$ cat config.mk
export PLATFORM = sky130hd
export DESIGN_NAME = ans_table
export DESIGN_NICKNAME = d
export VERILOG_FILES = /design/src/rtl/multi_answer_checker_pkg.sv /design/src/rtl/multi_answer_checker_ans_table.sv
export SDC_FILE = /design/constraint.sdc
export NUM_CORES = 1
export LEC_CHECK = 0
export ABC_AREA = 1
export CORE_ASPECT_RATIO = 0.7
export CORE_MARGIN = 4
export CORE_UTILIZATION = 61
export CTS_BUF_LIST = sky130_fd_sc_hd__clkbuf_8
export DETAILED_ROUTE_END_ITERATION = 10
export GPL_ROUTABILITY_DRIVEN = 1
export PLACE_DENSITY = 0.92
export SYNTH_ARGS = -nofsm -noshare
export SYNTH_HDL_FRONTEND = slang
export SYNTH_SLANG_ARGS = --single-unit
$ cat constraint.sdc
create_clock -name clk -period 3.65 [get_ports clk]
set_clock_uncertainty 0.15 [all_clocks]
set_input_delay 0.9125 -clock clk [delete_from_list [all_inputs] [get_ports clk]]
set_output_delay 0.9125 -clock clk [all_outputs]
set_load 0.005 [all_outputs]
$ cat src/rtl/multi_answer_checker_pkg.sv
// Shared definitions for the processor-testbed answer checker:
// FSM encoding, bus byte-swap helper and the default monitored address.
package tb_check_pkg;

  typedef enum logic [1:0] {
    IDLE = 2'b00,
    RUN  = 2'b01,
    DONE = 2'b10
  } state_t;

  localparam int DEFAULT_TEST_PORT = 0;
  localparam int MAX_DATA_W        = 128;

  // Reverses the lowest nbytes bytes of d; bytes above nbytes come back as zero.
  function automatic logic [MAX_DATA_W-1:0] byteswap(input logic [MAX_DATA_W-1:0] d,
                                                     input int nbytes);
    byteswap = '0;
    for (int i = 0; i < MAX_DATA_W / 8; i++) begin
      if (i < nbytes) begin
        byteswap[8*i +: 8] = d[8*(nbytes-1-i) +: 8];
      end
    end
  endfunction

endpackage

$ cat src/rtl/multi_answer_checker_ans_table.sv
// Expected-answer register file: one write port, one asynchronous read port.
// No reset, so loaded answers survive a checker reset.
module ans_table
  import tb_check_pkg::*;
#(
  parameter int NUM_ANS = 8,
  parameter int DATA_W  = 32,
  parameter int IDX_W   = 3
) (
  input  logic              clk,
  input  logic              we,
  input  logic [IDX_W-1:0]  widx,
  input  logic [DATA_W-1:0] wdata,
  input  logic [IDX_W-1:0]  ridx,
  output logic [DATA_W-1:0] rdata
);

  localparam logic [IDX_W:0] LIMIT = (IDX_W+1)'(NUM_ANS);

  logic [DATA_W-1:0] mem [NUM_ANS];

  always_ff @(posedge clk) begin
    if (we && ({1'b0, widx} < LIMIT)) begin
      mem[widx] <= wdata;
    end
  end

  assign rdata = ({1'b0, ridx} < LIMIT) ? mem[ridx] : '0;

endmodule

==> impl_metrics.yaml <==
status:
  outcome: "completed"
cts:
  hold_buffers: 0
  clk_pin_slew_ns: 0.06
  cts_resized: 0
  max-clock-path-buffers: 3
  cts_setup_buffers: 0
  htreeDepth: 2
  cts_sinks: 256
  cts_made_buffers: 37
  cts_tree: "built"
  cts-root-buf: "clkbuf_8"
layout:
  diodes: 0
  final_cells: 1474
  layout.nets: 1251
  fill_cells: 1131
  area_growth_pct: 15.5
  top_register: "mem"
  drive_gt1_frac: 0.0654
  reg.largest.list: "mem x256"
  largest_reg_flops: 256
yosys:
  avgSynthCellArea_um2: 9.99
  ys_types: 11
  yosysSeqAreaShare: 0.684
  synthTopCellsByArea: "edfxtp_1 68%, nand2_1 14%, inv_1 8.7%, nand3_1 5.7%, buf_6 1.1%"
  synth_top_area_cell: "edfxtp_1"
  synth_warnings: 0
  postSynthCellCount: 1124
  ys_ff_latch: 256
  yosysTopAreaCellShare: 0.684
  syn_area_um2: 11200
  syn-num-nets: 1164
global_routing:
  grt_overflow: 0
  antenna_found_initial: 0
  grt_first_pass_wirelength_um: 38900
  grt_max_degree: 65
  track_usage: 0.243
  grt_pass1_vias: 7884
route:
  avgRoutedWirePerCell_um: 16.8
  num_vias: 7759
  viasPerCell: 5.26
  routed_wl_um: 24800
  drt_iter0_drc: 703
  dr.pass1.iters: 5
  antenna_left: 0
  drc: 0
critical_path:
  critPathArrivalTime_ns: 2.38
  cp_max_fo: 40
  worstSetupStartpointType: "input pin"
  crit_buf_inv: 4
  path_cells: "buf_4, clkinv_2, buf_12, nand2_1, nand3_1, nand2_1, nand2_1, nand2_1, clkdlybuf4s50_1"
  critPathSlowestCell: "clkdlybuf4s50_1"
  crit_path_frequent_cell: "nand2_1"
  critPathTopFamily: "buffers and inverters"
  crit_type: "input pin to primary output"
  critPathCaptureType: "primary output"
  worst-endpoint-required_ns: 2.59
  crit_path_max_incr_delay_ns: 0.51
worst_hold_path:
  min_path_type: "input pin to flip-flop"
  hold_depth: 1
  hp-start: "wdata[6]"
  hold-path-endpoint: "mem[2][6]"
placed_design:
  dp_hpwl_um: 14100
  gp_congestion: 0.739
  place_inst: 1408
  io_buffers: 71
floorplanning:
  die_h_um: 122
  die_area_um2: 20700
  core-area_um2: 18100
  start_util: 0.622
  rows: 41
  io_pins: 72
  dieWidth_um: 170
timing:
  rsz0062_at_grt: "false"
  setup-tns-final_ns: 0
  fin_crit_sh: 0.942
  clock.fmax_mhz: 291
  slew_viol_final: 0
  period_needed_ns: 3.44
  max_slew_margin: 0.619
  tightestPinTransition_ns: 0.572
  setup_violations: 0
  hold_viol: 0
power:
  p_leak_nw: 5.94
  irDropWorstVdd_mv: 0.343
  pwr_density_cell_nw_per_um2: 473
  total_power_mw: 6.14
run:
  maxCapViolCount: 0
where the power goes:
| part | internal (mW) | total (mW) | leakage, nW | switching, mW |
|---|---|---|---|---|
| logic | 0.207 | 0.529 | 3.22 | 0.321 |
| registers | 3.34 | 3.36 | 2.33 | 0.0238 |
| clock network | 1.20 | 2.25 | 0.399 | 1.05 |
| total | 4.74 | 6.14 | 5.94 | 1.39 |
Yosys cell counts:
cell	count
buf_4	5
edfxtp_1	256
buf_2	20
buf_1	5
nand2_1	422
nand3_1	128
inv_2	2
clkbuf_1	7
buf_6	11
inv_1	260
nor2_1	8
cells in the final DEF (no fill, tap or decap):
cell / instances
clkbuf_8: 39
inv_2: 1
inv_1: 270
nand2_1: 422
buf_12: 6
clkdlybuf4s50_1: 69
buf_4: 20
bufinv_16: 3
clkinvlp_4: 1
clkinv_1: 12
edfxtp_1: 256
nor2_4: 8
nand3_1: 128
buf_2: 1
clkinv_2: 2
final cells by class:
class / instances / area, um2 / share of cell area
Clock buffer: 39 / 537 / 0.0414
Clock inverter: 27 / 185 / 0.0143
Inverter: 262 / 985 / 0.0759
Multi-Input combinational cell: 558 / 2310 / 0.178
Sequential cell: 256 / 7690 / 0.593
Tap cell: 236 / 295 / 0.0228
Timing Repair Buffer: 96 / 966 / 0.0745
kinds of logic (layout without fill, tap and decap cells):
logic type             count (synthesis)  count (layout)  synth area share
buffers and inverters                310             424             0.115
flip-flops                           256             256             0.684
AND/OR/NAND/NOR                      558             558             0.201
stage by stage:
stage | worst slack [ns] | cell area (um2) | hold WS, ns | utilization
final | 0.211 | 13000 | 0.955 | 0.718
after global routing | 0.119 | 13000 | 0.958 | 0.718
after global placement | 0.253 | 12200 | 1.48 | 0.678
after CTS | 0.193 | 13000 | 0.947 | 0.718
after floorplan | 0.670 | 11200 | 0.861 | -
after detailed placement | 0.218 | 12200 | 1.49 | 0.678
per-layer routing:
metal | global-route usage | part of all wire | up-vias | wire, um
li1 | - | - | 3658 | -
met1 | 0.294 | 0.37 | 3595 | 9120
met2 | 0.435 | 0.51 | 431 | 12500
met3 | 0.0467 | 0.095 | 75 | 2350
met4 | 0.0933 | 0.030 | 0 | 755
met5 | 0 | 0 | - | 0
worst max-delay path by stage:
stage | from | endpoint | slack [ns] | cells after the start
finish | ridx[0] | rdata[14] | 0.21 | 9
global placement | ridx[2] | rdata[17] | 0.25 | 5
global route | ridx[0] | rdata[31] | 0.12 | 9
detailed placement | ridx[2] | rdata[21] | 0.22 | 5
floorplan | widx[0] | mem[0][0] | 0.67 | 3
CTS | ridx[2] | rdata[4] | 0.19 | 6
No activity file was read; power rests on OpenSTA's default activity.
